==> config.mk <==
export PLATFORM = sky130hd
export DESIGN_NAME = polar64_decode_scheduler_flat
export DESIGN_NICKNAME = d
export VERILOG_FILES = /design/src/rtl/polar64_decode_scheduler_if.sv /design/src/rtl/polar64_decode_scheduler.sv /design/src/flat_wrapper.sv
export SDC_FILE = /design/constraint.sdc
export NUM_CORES = 1
export LEC_CHECK = 0
export CAP_MARGIN = 20
export CORE_AREA = 2 2 152 154
export DETAILED_ROUTE_END_ITERATION = 7
export DIE_AREA = 0 0 154 156
export PLACE_DENSITY_LB_ADDON = 0.2
export REMOVE_ABC_BUFFERS = 1
export SKIP_CTS_REPAIR_TIMING = 1
export SLEW_MARGIN = 10
export SYNTH_ARGS = -nofsm -noshare
export SYNTH_HDL_FRONTEND = slang
export SYNTH_SLANG_ARGS = --single-unit
==> constraint.sdc <==
create_clock -name clk -period 5.3 [get_ports clk]
set_input_delay 1.325 -clock clk [delete_from_list [all_inputs] [get_ports clk]]
set_output_delay 1.325 -clock clk [all_outputs]
set_load 0.03 [all_outputs]
==> src/rtl/polar64_decode_scheduler_if.sv <==
// Requester, decoder and response signals of the polar64 decode scheduler.
// The master modport is the scheduler's view; slave is the environment's view.
interface polar64_decode_scheduler_if #(
    parameter int NREQ = 4,
    parameter int IDW  = 2
);
    logic [NREQ-1:0]    req_valid;
    logic [NREQ*64-1:0] req_rx;
    logic [NREQ-1:0]    req_ready;

    logic               dec_start;
    logic [63:0]        dec_rx;
    logic               dec_done;
    logic [23:0]        dec_data;
    logic               dec_valid;

    logic               rsp_valid;
    logic               rsp_ready;
    logic [IDW-1:0]     rsp_id;
    logic [23:0]        rsp_data;
    logic               rsp_ok;
    logic               rsp_timeout;

    modport master (
        input  req_valid, req_rx, dec_done, dec_data, dec_valid, rsp_ready,
        output req_ready, dec_start, dec_rx,
        output rsp_valid, rsp_id, rsp_data, rsp_ok, rsp_timeout
    );

    modport slave (
        output req_valid, req_rx, dec_done, dec_data, dec_valid, rsp_ready,
        input  req_ready, dec_start, dec_rx,
        input  rsp_valid, rsp_id, rsp_data, rsp_ok, rsp_timeout
    );
endinterface

==> src/rtl/polar64_decode_scheduler.sv <==
// Round-robin scheduler sharing one polar64 CRC16 decoder among NREQ requesters,
// with a watchdog on the decoder. Define POLAR_SCHED_STATS_EN for job/fail/timeout counters.
//
// state | meaning
// IDLE  | arbitrate requesters, accept one job
// ISSUE | pulse dec_start for one cycle, arm watchdog
// WAIT  | wait for dec_done or watchdog expiry
// RESP  | hold tagged result until rsp_ready
module polar64_decode_scheduler #(
    parameter int NREQ    = 4,
    parameter int IDW     = 2,
    parameter int TIMEOUT = 12
) (
    input  logic                       clk,
    input  logic                       rst,
    polar64_decode_scheduler_if.master bus,
`ifdef POLAR_SCHED_STATS_EN
    output logic [15:0]                stat_jobs,
    output logic [15:0]                stat_fail,
    output logic [15:0]                stat_tmo,
`endif
    output logic                       busy
);

    localparam logic [1:0] IDLE  = 2'd0;
    localparam logic [1:0] ISSUE = 2'd1;
    localparam logic [1:0] WAIT  = 2'd2;
    localparam logic [1:0] RESP  = 2'd3;

    // one spare count so the watchdog never wraps on the cycle it leaves WAIT
    localparam int             WDW     = $clog2(TIMEOUT + 2);
    localparam logic [WDW-1:0] WD_LAST = WDW'(TIMEOUT);
    localparam logic [IDW:0]   NREQ_W  = (IDW + 1)'(NREQ);
    localparam logic [IDW-1:0] ID_LAST = IDW'(NREQ - 1);

    logic [1:0]     state;
    logic [IDW-1:0] rr_ptr;
    logic [IDW-1:0] job_id;
    logic [WDW-1:0] wd_cnt;

    logic           grant_found;
    logic [IDW-1:0] grant_idx;
    logic [IDW:0]   scan_sum;
    logic [IDW-1:0] scan_idx;
    logic [63:0]    rx_word [NREQ];

    always_comb begin
        for (int k = 0; k < NREQ; k++) begin
            rx_word[k] = bus.req_rx[64*k +: 64];
        end
    end

    // first requesting index at or after rr_ptr, wrapping modulo NREQ
    always_comb begin
        grant_found = 1'b0;
        grant_idx   = '0;
        scan_sum    = '0;
        scan_idx    = '0;
        for (int k = 0; k < NREQ; k++) begin
            scan_sum = {1'b0, rr_ptr} + (IDW + 1)'(k);
            if (scan_sum >= NREQ_W) begin
                scan_sum = scan_sum - NREQ_W;
            end
            scan_idx = scan_sum[IDW-1:0];
            if (!grant_found && bus.req_valid[scan_idx]) begin
                grant_found = 1'b1;
                grant_idx   = scan_idx;
            end
        end
    end

    always_comb begin
        bus.req_ready = '0;
        if (state == IDLE && grant_found && !rst) begin
            bus.req_ready[grant_idx] = 1'b1;
        end
    end

    assign bus.dec_start = (state == ISSUE);
    assign busy          = (state != IDLE);

    always_ff @(posedge clk or posedge rst) begin
        if (rst) begin
            state           <= IDLE;
            rr_ptr          <= '0;
            job_id          <= '0;
            wd_cnt          <= '0;
            bus.dec_rx      <= '0;
            bus.rsp_valid   <= 1'b0;
            bus.rsp_id      <= '0;
            bus.rsp_data    <= '0;
            bus.rsp_ok      <= 1'b0;
            bus.rsp_timeout <= 1'b0;
        end else begin
            case (state)
                IDLE: begin
                    if (grant_found) begin
                        bus.dec_rx <= rx_word[grant_idx];
                        job_id     <= grant_idx;
                        rr_ptr     <= (grant_idx == ID_LAST) ? '0 : grant_idx + IDW'(1);
                        state      <= ISSUE;
                    end
                end
                ISSUE: begin
                    wd_cnt <= WDW'(1);
                    state  <= WAIT;
                end
                WAIT: begin
                    wd_cnt <= wd_cnt + WDW'(1);
                    // a completion in the expiry cycle still wins over the watchdog
                    if (bus.dec_done) begin
                        bus.rsp_data    <= bus.dec_valid ? bus.dec_data : 24'd0;
                        bus.rsp_ok      <= bus.dec_valid;
                        bus.rsp_timeout <= 1'b0;
                        bus.rsp_id      <= job_id;
                        bus.rsp_valid   <= 1'b1;
                        state           <= RESP;
                    end else if (wd_cnt == WD_LAST) begin
                        bus.rsp_data    <= 24'd0;
                        bus.rsp_ok      <= 1'b0;
                        bus.rsp_timeout <= 1'b1;
                        bus.rsp_id      <= job_id;
                        bus.rsp_valid   <= 1'b1;
                        state           <= RESP;
                    end
                end
                RESP: begin
                    if (bus.rsp_ready) begin
                        bus.rsp_valid <= 1'b0;
                        state         <= IDLE;
                    end
                end
                default: state <= IDLE;
            endcase
        end
    end

`ifdef POLAR_SCHED_STATS_EN
    logic rsp_fire;
    assign rsp_fire = bus.rsp_valid & bus.rsp_ready;

    always_ff @(posedge clk or posedge rst) begin
        if (rst) begin
            stat_jobs <= 16'd0;
            stat_fail <= 16'd0;
            stat_tmo  <= 16'd0;
        end else if (rsp_fire) begin
            if (stat_jobs != 16'hFFFF) begin
                stat_jobs <= stat_jobs + 16'd1;
            end
            if (!bus.rsp_ok && !bus.rsp_timeout && stat_fail != 16'hFFFF) begin
                stat_fail <= stat_fail + 16'd1;
            end
            if (bus.rsp_timeout && stat_tmo != 16'hFFFF) begin
                stat_tmo <= stat_tmo + 16'd1;
            end
        end
    end
`endif

    a_ready_onehot: assert property (@(posedge clk) disable iff (rst)
        $onehot0(bus.req_ready));

    a_rsp_hold: assert property (@(posedge clk) disable iff (rst)
        (bus.rsp_valid && !bus.rsp_ready) |=> (bus.rsp_valid && $stable(bus.rsp_data)
                                               && $stable(bus.rsp_id)));

endmodule
==> src/flat_wrapper.sv <==
// flat-port wrapper written by rule: the top's interface ports become plain ports
module polar64_decode_scheduler_flat 
#(
    parameter int NREQ    = 4,
    parameter int IDW     = 2,
    parameter int TIMEOUT = 12
)
  (clk, rst, busy, bus_req_valid, bus_req_rx, bus_dec_done, bus_dec_data, bus_dec_valid, bus_rsp_ready, bus_req_ready, bus_dec_start, bus_dec_rx, bus_rsp_valid, bus_rsp_id, bus_rsp_data, bus_rsp_ok, bus_rsp_timeout);
  polar64_decode_scheduler_if #(.NREQ(NREQ), .IDW(IDW)) bus_i ();
  input  logic clk;
  input  logic rst;
  output logic busy;
  input wire logic [$bits(bus_i.req_valid)-1:0] bus_req_valid;
  input wire logic [$bits(bus_i.req_rx)-1:0] bus_req_rx;
  input wire logic [$bits(bus_i.dec_done)-1:0] bus_dec_done;
  input wire logic [$bits(bus_i.dec_data)-1:0] bus_dec_data;
  input wire logic [$bits(bus_i.dec_valid)-1:0] bus_dec_valid;
  input wire logic [$bits(bus_i.rsp_ready)-1:0] bus_rsp_ready;
  output wire logic [$bits(bus_i.req_ready)-1:0] bus_req_ready;
  output wire logic [$bits(bus_i.dec_start)-1:0] bus_dec_start;
  output wire logic [$bits(bus_i.dec_rx)-1:0] bus_dec_rx;
  output wire logic [$bits(bus_i.rsp_valid)-1:0] bus_rsp_valid;
  output wire logic [$bits(bus_i.rsp_id)-1:0] bus_rsp_id;
  output wire logic [$bits(bus_i.rsp_data)-1:0] bus_rsp_data;
  output wire logic [$bits(bus_i.rsp_ok)-1:0] bus_rsp_ok;
  output wire logic [$bits(bus_i.rsp_timeout)-1:0] bus_rsp_timeout;
  assign bus_i.req_valid = bus_req_valid;
  assign bus_i.req_rx = bus_req_rx;
  assign bus_i.dec_done = bus_dec_done;
  assign bus_i.dec_data = bus_dec_data;
  assign bus_i.dec_valid = bus_dec_valid;
  assign bus_i.rsp_ready = bus_rsp_ready;
  assign bus_req_ready = bus_i.req_ready;
  assign bus_dec_start = bus_i.dec_start;
  assign bus_dec_rx = bus_i.dec_rx;
  assign bus_rsp_valid = bus_i.rsp_valid;
  assign bus_rsp_id = bus_i.rsp_id;
  assign bus_rsp_data = bus_i.rsp_data;
  assign bus_rsp_ok = bus_i.rsp_ok;
  assign bus_rsp_timeout = bus_i.rsp_timeout;
  polar64_decode_scheduler #(.NREQ(NREQ), .IDW(IDW), .TIMEOUT(TIMEOUT)) u_core (.clk(clk), .rst(rst), .bus(bus_i), .busy(busy));
endmodule
==> reports/results.ini, run 1 <==
[critical_path]
worstPathArrival_ns=3.24
required_ns=3.97
r2r_slack_ns=2.90
critPathKind=in -> out
cp-end-kind=primary output
slowest_delay_ns=0.70
r2r-end=u_core.bus.dec_rx[9]
worst-path-stages=6
path_cells=clkdlybuf4s50_1, nor2b_1, o21ai_0, o21ai_1, and3_1, clkdlybuf4s50_1
cp_max_fo=9
critPathLaunch=bus_req_valid[2]
cp_common_cell=clkdlybuf4s50_1
r2r_start=u_core.rr_ptr[0]
worst_setup_path_start_kind=input port
endpoint=bus_req_ready[2]
critPathBufInv=2
r2r.worst_path.cells=6
cpMaxStageDelayCell=clkdlybuf4s50_1
cp_top_family=buffers and inverters

[synth]
synth-edff-count=0
ys_seq_area_share_pct=45.11
async_flop_share_pct=100.0
synth-seq-cells=103
synthTopCellsByCount=dfrtp_1, nor2_1, a21oi_1
synth_most_common_cell=dfrtp_1
yosys.area.top_type=dfrtp_1
synth_top_area_share_pct=45.11
synth_cell_type_count=39
syn-cell-area_um2=5714
syn_area_per_cell_um2=9.972
netlist_instances=573
synthTopCellsByArea=dfrtp_1, a221oi_1, mux2_1, a21oi_1, nor2_1
synth-main-ff-cell=dfrtp_1
yosysWarnings=0

[timing]
worst_slack_ns=0.7314
fin_crit_sh_pct=86.20
min_period_ns=4.569
timing.fmax_mhz=218.9
finalMaxSlewViolations=0
tightest_slew_ns=0.9630
hold_violations=0
fin_setup_tns_ns=0
rsz0062_at_grt=no
slew_headroom_pct=35.80
whs_ns=0.4954
skew_ns=0.01133
final-setup-viol-count=0

[routing]
wire_per_inst_um=19.62
drtAntennaViolNets=0
first_pass_iters=4
drtIter0Drc=269
routed_wirelength_mm=23.98
drc=0
num_vias=5940
routed_via_density=4.861

[power]
p_leak_nw=4.043
pwr_density_cell_nw_per_um2=525.1
vdd_drop_max_mv=0.2420

[die]
fp-row-count=55
die_x_um=154
core_area_um2=22370
start_util_pct=25.55
dieArea_um2=24020
die_h_um=156
ioPinCount=388

[cells_and_area]
multi_input_area_um2=2841
seq_area_um2=2577
utilization_pct=45.17
drive_gt1_share_pct=6.190
area.growth.synth_to_final_pct=76.81
fin_nets=1228
fillers=2196
antenna_cells=0

[min_path]
worstHoldPathType=reg -> reg

[grt]
grt_max_degree=107
antenna_found_initial=0
grt_usage_pct=19.40
first_global_vias=6377
grt_pass1_wl_mm=36.38
overflow=0

[clock_tree]
cts_tree=built
htreeDepth=3
clockRootBuffer=clkbuf_16
clk_latency_ns=0.35
clkTransAtPathRegs_ns=0.07
cts_buffer_depth=2
cts_buffers=9
clock-sinks=103

[status]
status=finished clean

[placed_design]
place.gp.congestion=0.7824
pre_cts_slack_ns=0.7216
place_hpwl_mm=17.49
io_buffers=387

[flow_run]
cap_violations=0

## sequential cells by signal, summed over array words and instances (netlist names), 2 cells and up
name / flops
u_core.wd_cnt: 4
u_core.bus.rsp_data: 24
u_core.job_id: 2
u_core.bus.rsp_id: 2
u_core.bus.dec_rx: 64
u_core.state: 2
u_core.rr_ptr: 2
## layout by cell type (no fill, tap or decap), drive strengths merged
cell type	n
a21boi	1
a21o	2
a21oi	62
a221o	10
a221oi	54
a22o	24
a31oi	1
and3	5
buf	15
bufinv	2
clkbuf	10
clkdlybuf4s50	384
clkinv	1
clkinvlp	1
dfrtp	103
ha	7
inv	12
mux2	58
mux2i	12
nand2	62
nand2b	2
nand3	4
nand3b	1
nor2	71
nor2b	3
nor3b	1
o2111ai	1
o21a	1
o21ai	10
o221a	2
o221ai	1
o22a	10
o22ai	1
o32a	1
or3	1
or3b	1
## final cells by class
| cell class | instances | area share (%) |
|---|---|---|
| sequential | 103 | 25.51 |
| clock buffer | 10 | 2.266 |
| tap | 285 | 3.529 |
| timing repair buffer | 399 | 39.28 |
| clock inverter | 6 | 0.8916 |
| inverter | 10 | 0.3963 |
| multi-input combinational | 409 | 28.12 |
## logic make-up (layout without fill, tap and decap cells)
group | Yosys count | in the layout | synth area share, %
compound gates | 181 | 181 | 23.34
fa+ha+maj | 7 | 7 | 1.533
simple gates | 151 | 151 | 10.84
buf+inv | 61 | 425 | 5.649
flops | 103 | 103 | 45.11
mux | 70 | 70 | 13.53
## power by group
group | total (W) | internal (W) | switching (W)
registers | 0.00138 | 0.00116 | 0.000221
clock network | 0.000745 | 0.000418 | 0.000327
logic | 0.00318 | 0.00136 | 0.00182
total | 0.00531 | 0.00294 | 0.00237
## per-stage QoR
stage | cell area [um^2] | power [W] | std cells
floorplan | 5429 | 0.003209 | 522
global placement | 9784 | 0.004587 | 1206
detailed placement | 9784 | 0.004611 | 1206
CTS | 10100 | 0.005382 | 1222
global route | 10100 | 0.005647 | 1222
finish | 10100 | 0.005305 | 1222
## worst register-to-register path, cell delays in order (launching register included)
cell and delay (ns):
dfrtp_1 0.50, inv_1 0.13, a21oi_1 0.13, o32a_2 0.81, buf_4 0.47, nor2_1 0.11, o22a_1 0.16
## per-layer routing
metal / global-route usage (%) / vias to the layer above / share of wire (%) / wire [um]
li1: - / 2838 / - / -
met1: 22.60 / 2831 / 40 / 9557
met2: 34.87 / 253 / 51 / 12140
met3: 5.556 / 18 / 8.2 / 1962
met4: 5.251 / 0 / 1.3 / 316
met5: 0 / - / 0 / 0
## how the worst min path moves through the flow
stage,startpoint,to,slack (ns),cells after the start
2_1_floorplan,u_core.job_id[0],u_core.job_id[0],0.45,1
3_3_place_gp,u_core.bus.rsp_ok,u_core.bus.rsp_ok,0.46,1
3_5_place_dp,u_core.bus.rsp_ok,u_core.bus.rsp_ok,0.47,1
4_1_cts,u_core.bus.rsp_ok,u_core.bus.rsp_ok,0.50,1
5_1_grt,u_core.bus.dec_rx[15],u_core.bus.dec_rx[15],0.52,1
6_report,u_core.job_id[0],u_core.job_id[0],0.50,1
Note: power is estimated with default switching activity, not from simulation.
==> run 2: changes to the inputs <==
--- a/config.mk
+++ b/config.mk
@@ -6,9 +6,9 @@
 export NUM_CORES = 1
 export LEC_CHECK = 0
 export CAP_MARGIN = 20
-export CORE_AREA = 2 2 152 154
+export CORE_AREA = 2 2 150 152
 export DETAILED_ROUTE_END_ITERATION = 7
-export DIE_AREA = 0 0 154 156
+export DIE_AREA = 0 0 152 154
 export PLACE_DENSITY_LB_ADDON = 0.2
 export REMOVE_ABC_BUFFERS = 1
 export SKIP_CTS_REPAIR_TIMING = 1
==> constraint.sdc (replaced) <==
create_clock -name clk -period 4.9 [get_ports clk]
set_input_delay 1.225 -clock clk [delete_from_list [all_inputs] [get_ports clk]]
set_output_delay 1.225 -clock clk [all_outputs]
set_load 0.03 [all_outputs]
==> run 2 against run 1 <==
  * Sequential cell count did not move
  * Final cell count shrank 0.49%
  * First-iteration DRC count increased by 14%
  * Total power up 6.6%
  * Clock skew decreased by 0.0036 ns
  * Count of clock-buffer cells in the layout up 1
  * Register-to-register slack worse by 0.55 ns
  * Critical endpoint is now bus_req_ready[0]
  * Largest power group unchanged
==> reports/results.ini, run 2 (synthesized netlist as in run 1, its figures left out) <==
[power]
p_sw_share_pct=44.69
clockPowerShare_pct=12.8
p_leak_nw=4.023
vdd_drop_max_mv=0.2829
p_int_w=0.003127
p_comb_share_pct=60.8
pwr_density_cell_nw_per_um2=561.9
p_seq_share_pct=26.4
p_switching_w=0.002526

[critical_path]
slowest_delay_ns=0.67
cp-end-kind=primary output
worst_setup_path_start_kind=input port
cp_top_family=simple AND/OR/NAND/NOR gates
critPathBufInv=2
cpMaxStageDelayCell=nor2_4
cp_max_fo=29
required_ns=3.67
worstPathArrival_ns=3.36
path_cells=clkdlybuf4s50_1, or3_4, nor2_1, nor2_4, and3_1, buf_4
critPathKind=in -> out

[die]
dieArea_um2=23410
die_x_um=152
die_h_um=154
ioPinCount=388
start_util_pct=26.35
core_area_um2=21690
fp-row-count=54

[routing]
routed_via_density=4.941
drc=0
first_pass_iters=4
routed_wirelength_mm=23.15
wire_per_inst_um=19.03
drtAntennaViolNets=0
drtIter0Drc=307
num_vias=6008

[cells_and_area]
utilization_pct=46.39
finalInstanceArea_um2=10060
layout_common_cells=clkdlybuf4s50_1, dfrtp_1, nor2_1
reg_top3=u_core.bus.dec_rx (64), u_core.bus.rsp_data (24), u_core.wd_cnt (4)
fin_nets=1229
area.growth.synth_to_final_pct=76.07
final_common_cell=clkdlybuf4s50_1
antenna_cells=0
drive_gt1_share_pct=6.090
top_register=u_core.bus.dec_rx
largest_register_ffs=64

[status]
status=finished clean

[placed_design]
io_buffers=387
place.gp.congestion=0.8182
dpl-instance-area_um2=9773
place_hpwl_mm=17.15

[grt]
overflow=0
grt_max_degree=65
grt_pass1_wl_mm=35.54
antenna_found_initial=0
grt_usage_pct=19.19
first_global_vias=6269

[timing]
min_period_ns=4.581
final-setup-viol-count=0
finalMaxSlewViolations=0
fin_crit_sh_pct=93.49
hold_violations=0
whs_ns=0.4885
skew_ns=0.007699
timing.fmax_mhz=218.3
tightest_slew_ns=0.9651
rsz0062_at_grt=no
slew_headroom_pct=35.66

[flow_run]
cap_violations=0

[min_path]
worstHoldPathType=reg -> reg

[clock_tree]
clk_latency_ns=0.34
cts_buffer_depth=2
htreeDepth=3
cts_buffers=9
clock-sinks=103
clockRootBuffer=clkbuf_16
cts_tree=built
clkTransAtPathRegs_ns=0.07

run 2: cell type report:
type / instances / area, um^2
Fill cell: 2134 / 11630
Timing Repair Buffer: 400 / 3964
Tap cell: 280 / 350.3
Inverter: 10 / 40.04
Clock buffer: 11 / 242.7
Sequential cell: 103 / 2577
Multi-Input combinational cell: 409 / 2841
Clock inverter: 3 / 45.04
run 2: per-layer routing:
layer,global-route usage (%),vias to the layer above,routed length (um)
met5,0,-,0
met4,6.409,0,564
met3,5.411,34,1862
met2,33.18,279,11450
met1,22.99,2862,9266
li1,-,2833,-
run 2: final timing paths:
check	from	cells past startpoint	slack, ns	to
worst min-delay path	u_core.bus.rsp_ok	1	0.49	u_core.bus.rsp_ok
worst max-delay path	bus_req_valid[2]	6	0.32	bus_req_ready[0]
min in group asynchronous	rst	3	1.46	u_core.bus.dec_rx[9]
max in group asynchronous	rst	4	2.17	u_core.bus.dec_rx[17]
worst max register to register	u_core.state[0]	7	2.35	u_core.bus.dec_rx[48]
worst min register to register	u_core.bus.rsp_ok	1	0.49	u_core.bus.rsp_ok
run 2: worst register-to-register path: stages, from the launching register on:
cell and delay (ns):
dfrtp_1 0.40, inv_1 0.13, ha_1 0.29, inv_1 0.13, nor2_4 0.68, buf_4 0.56, nor2_1 0.12, a21oi_1 0.16
run 2: metrics by stage:
stage | setup TNS (ns) | setup slack, ns | cells | power (W)
after floorplan | -1.702 | -0.4609 | 522 | 0.003471
after global placement | 0 | 0.3418 | 1202 | 0.004952
after detailed placement | 0 | 0.2908 | 1202 | 0.004984
after CTS | 0 | 0.2871 | 1216 | 0.005733
after global routing | 0 | 0.1852 | 1216 | 0.006022
final | 0 | 0.3190 | 1216 | 0.005653
run 2: power groups by stage:
| stage | logic, W | registers, W | clock network (W) |
|---|---|---|---|
| final | 0.00344 | 0.00149 | 0.000723 |
| after global routing | 0.00369 | 0.00155 | 0.000784 |
| after CTS | 0.00349 | 0.00150 | 0.000749 |
| after detailed placement | 0.00349 | 0.00150 | 0 |
| after global placement | 0.00346 | 0.00150 | 0 |
| after floorplan | 0.00128 | 0.00219 | 0 |
